### config.mk
export PLATFORM = sky130hd
export DESIGN_NAME = nonrestoring_divider
export DESIGN_NICKNAME = d
export VERILOG_FILES = /design/src/rtl/nonrestoring_divider.sv
export SDC_FILE = /design/constraint.sdc
export NUM_CORES = 1
export LEC_CHECK = 0
export ABC_AREA = 1
export CORE_MARGIN = 2
export CORE_UTILIZATION = 23
export CTS_CLUSTER_SIZE = 28
export DETAILED_ROUTE_END_ITERATION = 16
export MAX_ROUTING_LAYER = met4
export PLACE_DENSITY = 0.51
export SLEW_MARGIN = 20
export SYNTH_ARGS = -nofsm -noshare
export SYNTH_HDL_FRONTEND = slang
export SYNTH_SLANG_ARGS = --single-unit
### constraint.sdc
create_clock -name clk -period 1.9 [get_ports clk]
set_clock_uncertainty 0.05 [all_clocks]
set_input_delay 0.285 -clock clk [delete_from_list [all_inputs] [get_ports clk]]
set_output_delay 0.285 -clock clk [all_outputs]
set_load 0.03 [all_outputs]
### src/rtl/nonrestoring_divider.sv
// nonrestoring_divider: sequential unsigned non-restoring divider.
// One shared add/subtract step per RUN cycle, one FIX cycle for the final
// remainder correction, and a one-cycle done pulse with the results.
//
// Optional feature macro: DIVIDER_DIV0_EN (adds div_by_zero and a short
// divide-by-zero path).
//
// Ports:
//   clk          rising-edge clock
//   rst          synchronous active-high reset
//   start        request, sampled in IDLE or DONE
//   dividend     unsigned dividend, latched on accepted start
//   divisor      unsigned divisor, latched on accepted start
//   busy         high while in RUN or FIX
//   done         one-cycle pulse, results valid in that cycle
//   quotient     result, held until the next accepted start completes
//   remainder    result, held until the next accepted start completes
//   div_by_zero  (DIVIDER_DIV0_EN only) set with done when divisor was 0
module nonrestoring_divider #(
  parameter int unsigned WIDTH = 4
) (
  input  logic             clk,
  input  logic             rst,
  input  logic             start,
  input  logic [WIDTH-1:0] dividend,
  input  logic [WIDTH-1:0] divisor,
  output logic             busy,
  output logic             done,
  output logic [WIDTH-1:0] quotient,
  output logic [WIDTH-1:0] remainder
`ifdef DIVIDER_DIV0_EN
  ,
  output logic             div_by_zero
`endif
);

  localparam int unsigned CW = $clog2(WIDTH + 1);

  typedef enum logic [1:0] {
    S_IDLE = 2'd0,
    S_RUN  = 2'd1,
    S_FIX  = 2'd2,
    S_DONE = 2'd3
  } state_t;

  state_t           state, state_n;
  logic [WIDTH:0]   r, r_n;
  logic [WIDTH-1:0] q, q_n;
  logic [WIDTH-1:0] d, d_n;
  logic [CW-1:0]    cnt, cnt_n;
  logic             busy_n, done_n;
  logic [WIDTH-1:0] quotient_n, remainder_n;

  // Shared add/subtract step and final correction.
  logic [WIDTH:0]   rs, step, r_fix;
  logic             sub_mode;

`ifdef DIVIDER_DIV0_EN
  logic zero_div, zero_div_n;
  logic dbz_n;
`endif

  always_comb begin
    sub_mode = ~r[WIDTH];
    rs       = {r[WIDTH-1:0], q[WIDTH-1]};
    step     = sub_mode ? (rs - {1'b0, d}) : (rs + {1'b0, d});
    r_fix    = r[WIDTH] ? (r + {1'b0, d}) : r;
  end

  // Next-state, datapath and output logic.
  always_comb begin
    state_n     = state;
    r_n         = r;
    q_n         = q;
    d_n         = d;
    cnt_n       = cnt;
    quotient_n  = quotient;
    remainder_n = remainder;
`ifdef DIVIDER_DIV0_EN
    zero_div_n  = zero_div;
    dbz_n       = div_by_zero;
`endif

    case (state)
      S_IDLE, S_DONE: begin
        if (start) begin
          q_n     = dividend;
          d_n     = divisor;
          r_n     = '0;
          cnt_n   = CW'(WIDTH);
          state_n = S_RUN;
`ifdef DIVIDER_DIV0_EN
          dbz_n      = 1'b0;
          zero_div_n = (divisor == '0);
          // Skip the iteration; FIX produces the fixed div-by-zero result.
          if (divisor == '0) state_n = S_FIX;
`endif
        end else if (state == S_DONE) begin
          state_n = S_IDLE;
        end
      end
      S_RUN: begin
        r_n   = step;
        q_n   = {q[WIDTH-2:0], ~step[WIDTH]};
        cnt_n = cnt - CW'(1);
        if (cnt == CW'(1)) state_n = S_FIX;
      end
      S_FIX: begin
        r_n         = r_fix;
        quotient_n  = q;
        remainder_n = r_fix[WIDTH-1:0];
`ifdef DIVIDER_DIV0_EN
        if (zero_div) begin
          quotient_n  = '1;
          remainder_n = q;
          dbz_n       = 1'b1;
          zero_div_n  = 1'b0;
        end
`endif
        state_n = S_DONE;
      end
      default: state_n = S_IDLE;
    endcase

    busy_n = (state_n == S_RUN) || (state_n == S_FIX);
    done_n = (state_n == S_DONE);
  end

  // State and datapath registers.
  always_ff @(posedge clk) begin
    if (rst) begin
      state     <= S_IDLE;
      r         <= '0;
      q         <= '0;
      d         <= '0;
      cnt       <= '0;
      busy      <= 1'b0;
      done      <= 1'b0;
      quotient  <= '0;
      remainder <= '0;
`ifdef DIVIDER_DIV0_EN
      zero_div    <= 1'b0;
      div_by_zero <= 1'b0;
`endif
    end else begin
      state     <= state_n;
      r         <= r_n;
      q         <= q_n;
      d         <= d_n;
      cnt       <= cnt_n;
      busy      <= busy_n;
      done      <= done_n;
      quotient  <= quotient_n;
      remainder <= remainder_n;
`ifdef DIVIDER_DIV0_EN
      zero_div    <= zero_div_n;
      div_by_zero <= dbz_n;
`endif
    end
  end

endmodule

# Word-level counts from Yosys, hierarchy flattened
# Index checks and enable logic that the tools add are counted.
# W data, S select, Z words.
dict set report totals {
  regBits 28
  inputBits 11
  out_inout_bits 10
  elab_cells 40
}
dict set report classes {
  n_addsub 4
  n_eq_ne 8
  mux 12
  n_bitwise 1
  reduce_logical 6
}
# operator count
set op_table {}
lappend op_table {{$mux W5} 3}
lappend op_table {{$pmux W5 S3} 1}
lappend op_table {{$add A5 B4 Y5} 2}
lappend op_table {{$eq A2 B2 Y1 const B} 4}
lappend op_table {{$pmux W4 S2} 1}
lappend op_table {{$mux W2} 3}
lappend op_table {{$pmux W2 S3} 1}
lappend op_table {{$pmux W3 S2} 1}
lappend op_table {{$sub A5 B4 Y5} 1}
lappend op_table {{$eq A2 B1 Y1 const B} 2}
lappend op_table {{$mux W4} 1}
lappend op_table {{$reduce_and A2 Y1} 2}
lappend op_table {{$eq A3 B1 Y1 const B} 1}
lappend op_table {{$mux W3} 1}
lappend op_table {{$sub A3 B1 Y3 const B} 1}
lappend op_table {{$logic_not A2 Y1} 1}
lappend op_table {{$ne A2 B2 Y1 const B} 1}
lappend op_table {{$reduce_bool A2 Y1} 1}
lappend op_table {{$reduce_or A2 Y1} 1}
lappend op_table {{$logic_or A1 B1 Y1} 1}
lappend op_table {{$not A1 Y1} 1}

# Longest topological paths before layout
dict set report depth {
  word_depth 6
  mapped_depth 13
  ltp_nobuf 13
}

# Worst setup path after synthesis
# Ideal clock, no wire load.
dict set report synth_path {
  path_kind {register to register}
  start {register d[1]}
  end {register q[0]}
  setup_time_ps 119
  arrival_ps 1799
  t_required_ps 1731
  path_slack_ps -69
  path_stages_with_launch 13
  cell_sequence {dfxtp_1 > inv_1 > ha_1 > inv_1 > o21ai_0 > inv_1 > fa_1 > nor2_1 > nor2_1 > nand3_1 > nand3_1 > nand2_1 > a21oi_1}
}
dict set report synth_between {
  elab_chain_len 4
  elab_cells_between_ends 5
  cone_classes {add/sub: 2; mux: 2; bitwise: 1}
}
# item line_no
set synth_lines {}
lappend synth_lines {{from (decl)} 49} ;# logic [WIDTH-1:0] d, d_n;
lappend synth_lines {{from (signal assigned)} 149} ;# d <= d_n;
lappend synth_lines {{$sub A5 B4 Y5 / $add A5 B4 Y5 (equally long branches)} 66} ;# step = sub_mode ? (rs - {1'b0, d}) : (rs + {1'b0, d});
lappend synth_lines {{$mux W5 (*)} 66}
lappend synth_lines {{$not A1 Y1 (*)} 104} ;# q_n = {q[WIDTH-2:0], ~step[WIDTH]};
lappend synth_lines {{$pmux W4 S2 (*)} 84} ;# case (state)
lappend synth_lines {{to (signal assigned)} 148} ;# q <= q_n;
lappend synth_lines {{to (decl)} 48} ;# logic [WIDTH-1:0] q, q_n;
# Every way passes the cells marked *; elsewhere a longest branch is shown, timed or not.
# A chain may end at the register's enable or synchronous reset.

# Worst setup path after layout
# Same ends and word-level chain as after synthesis.

==> impl_metrics.ini <==
[final_layout]
nets = 287
syn2layout_area_growth_pct = 36.7
final_area_sq_um = 2210
drive_above_1_share_pct = 23.9
n_antenna_cell = 0
instances_no_fill = 355

[routing]
num_vias = 1525
dr.pass1.iters = 4
drtIter0Drc = 56
ant_nets = 0
wl_per_cell_um = 11.6
drc = 0
wl_mm = 4.11
viasPerCell = 4.30

[setup_path]
critPathLaunchType = flip-flop
reg2reg_depth = 13
cpMaxStageDelayCell = fa_2
critPathMaxFanout = 2
slowest_delay_ns = 0.36
crit_chain = inv_2, ha_4, inv_2, o21ai_2, inv_1, fa_2, nor2_2, nor2_2, inv_1, nand2_2, nand3_2, nand2_2, a21oi_2
worstPathRequired_ns = 2.07
end_kind = flip-flop
critical_path_class = flip-flop to flip-flop
cp.arrival_ns = 2.05

[place]
place_area_sq_um = 2030
dpl.hpwl_mm = 3.11
gp_congestion = 0.828
port_buffers = 20
placed_cells = 348

[synthesis]
postSynthCellCount = 220
synth-edff-count = 0
ys_warn_count = 0
synthArstFlopShare_pct = 0
synth.avg_cell_area_sq_um = 7.35
netlist_area_sq_um = 1620
synth_flop_cell = dfxtp_1
yosysUniqueCellTypes = 33
yosysSeqAreaShare_pct = 34.6
syn_nets = 247
ys_ff_latch = 28

[power_and_ir_drop]
p_leak_nw = 0.926
total_power_mw = 1.56
ir_drop_mv = 0.345
powerDensity_nw_per_um2 = 707

[timing]
max_freq_mhz = 532
rsz0062_at_grt = yes
hold_violations = 0
worstMarginPinSlew_ns = 0.369
finalMaxSlewViolations = 0
fin_setup_tns_ns = 0
period_minus_slack_ns = 1.88
slew_headroom_pct = 75.4
period_share_pct = 99.0
setup_viol = 0

[run]
cap_violations = 0

[clock_network]
cts_tree = done
cts_max_path_buffers = 2
clk_latency_ns = 0.28
cts_buffers = 3
cts_root_buffer = clkbuf_8
clock_sinks = 28
htree_levels = 1
path_clk_slew_ns = 0.10

[global_routing]
gr-total-overflow = 0
grt_pass1_vias = 1466
grt_max_degree = 16
grt_pass1_wl_mm = 6.66
grt_antenna_before_repair = 0
globalRouteTotalUtil_pct = 11.3

[worst_hold_path]
hold_path.class = flip-flop to flip-flop
holdPathStages = 2

[floorplanning]
fp.dieH_um = 87.9
start_util_pct = 23.8
die_area_sq_um = 7720
die_width_um = 87.9
core-area_sq_um = 6790
rows = 30
pin_count = 21

[run_status]
status = complete, no violations
[layer usage]
| layer | vias to the layer above | wire (um) | track usage, % | share of wire (%) |
|---|---|---|---|---|
| met5 | - | 0 | - | 0 |
| met4 | 0 | 49 | 3.36 | 1.2 |
| met3 | 4 | 114 | 2.26 | 2.8 |
| met2 | 26 | 1890 | 17.7 | 46 |
| met1 | 700 | 2050 | 14.7 | 50 |
| li1 | 795 | - | - | - |
[final timing paths]
check	from	slack, ns	to
max	d[1]$_SDFFE_PP0P_	0.02	q[0]$_SDFFE_PP0P_
min	remainder[2]$_SDFFE_PP0N_	0.42	remainder[2]$_SDFFE_PP0N_
max reg2reg	d[1]$_SDFFE_PP0P_	0.02	q[0]$_SDFFE_PP0P_
min reg2reg	remainder[2]$_SDFFE_PP0N_	0.42	remainder[2]$_SDFFE_PP0N_
[cells by family after synthesis]
group                    share of synthesized area, %
flip-flops                                       34.6
AND/OR/NAND/NOR                                  22.7
XOR/XNOR                                         2.17
adder cells (fa/ha/maj)                          13.3
buffers and inverters                            10.3
AO/OA/AOI/OAI                                    16.9
[area by class of cell]
type,instances,area (sq um)
inverters,31,116
well taps,96,120
repair buffers,42,373
clock buffers,4,55.1
multi-input cells,154,982
flip-flops and latches,28,564
fillers,749,4580
[synth_stat cells, types with 2 or more instances]
cell type  number  share of area (%)
a31oi_1         5                1.9
o21ai_0        13                4.0
a22oi_1         2               0.93
xor2_1          3                1.6
o21ai_1         4                1.2
nand2_2         2               0.77
fa_1            2                2.5
buf_6           2                1.4
a21oi_1        19                5.9
nand2_1        43                 10
inv_1          29                6.7
nor2_1         22                5.1
buf_4           2               0.93
inv_2           2               0.46
nand3_1        11                3.4
clkbuf_1        2               0.46
ha_1           14                 11
dfxtp_1        28                 35
[per-stage QoR]
stage	worst slack, ns	hold slack, ns	utilization (%)
floorplan	0.0371	0.304	-
global placement	-0.0130	0.407	29.9
detailed placement	-0.0662	0.411	29.9
CTS	-0.0107	0.427	31.1
global route	-0.109	0.440	32.5
finish	0.0197	0.423	32.5
[timing repair]
action / 4_1_cts / 5_1_grt
hold buffers: 0 / 0
buffers inserted: 1 / 2
hold endpoints to repair: 0 / 0
setup endpoints to repair: 5 / 5
resized for setup: 7 / 24
pin swaps: 3 / 17
[worst max-delay path, delay by kind of cell, from the launching register on]
family                   cells  cell delay (ns)
buffers and inverters        4             0.21
adder cells (fa/ha/maj)      2             0.62
flip-flops                   1             0.34
AND/OR/NAND/NOR              5             0.36
AO/OA/AOI/OAI                2             0.24
[registers in the layout, summed over array words and instances, names as in the netlist]
register and flops:
done 1, q 4, state 2, cnt 3
remainder 4, r 5, quotient 4, d 4
busy 1
[power breakdown]
part / switching [mW] / internal (mW) / leakage, nW / total (mW)
registers: 0.0363 / 0.635 / 0.230 / 0.671
logic: 0.279 / 0.233 / 0.667 / 0.512
clock network: 0.195 / 0.186 / 0.0288 / 0.381
total: 0.510 / 1.05 / 0.926 / 1.56
[cell usage in the layout, fill, tap and decap left out, types with 2 or more instances in the layout]
cell type        instances
dfxtp_1                 25
nor2_1                  20
inv_2                    6
ha_1                    12
inv_1                   25
nand3_1                  8
buf_4                   20
o21ai_1                  6
o22ai_2                  2
nand2_2                  4
clkbuf_8                 4
a21oi_1                 14
nand2_1                 41
dfxtp_2                  3
a31oi_1                  4
nor2_2                   3
nand3_2                  3
xor2_1                   3
o21ai_0                 10
clkdlybuf4s50_1         20
a21oi_2                  5
buf_6                    2
(Power assumes the default switching activity.)
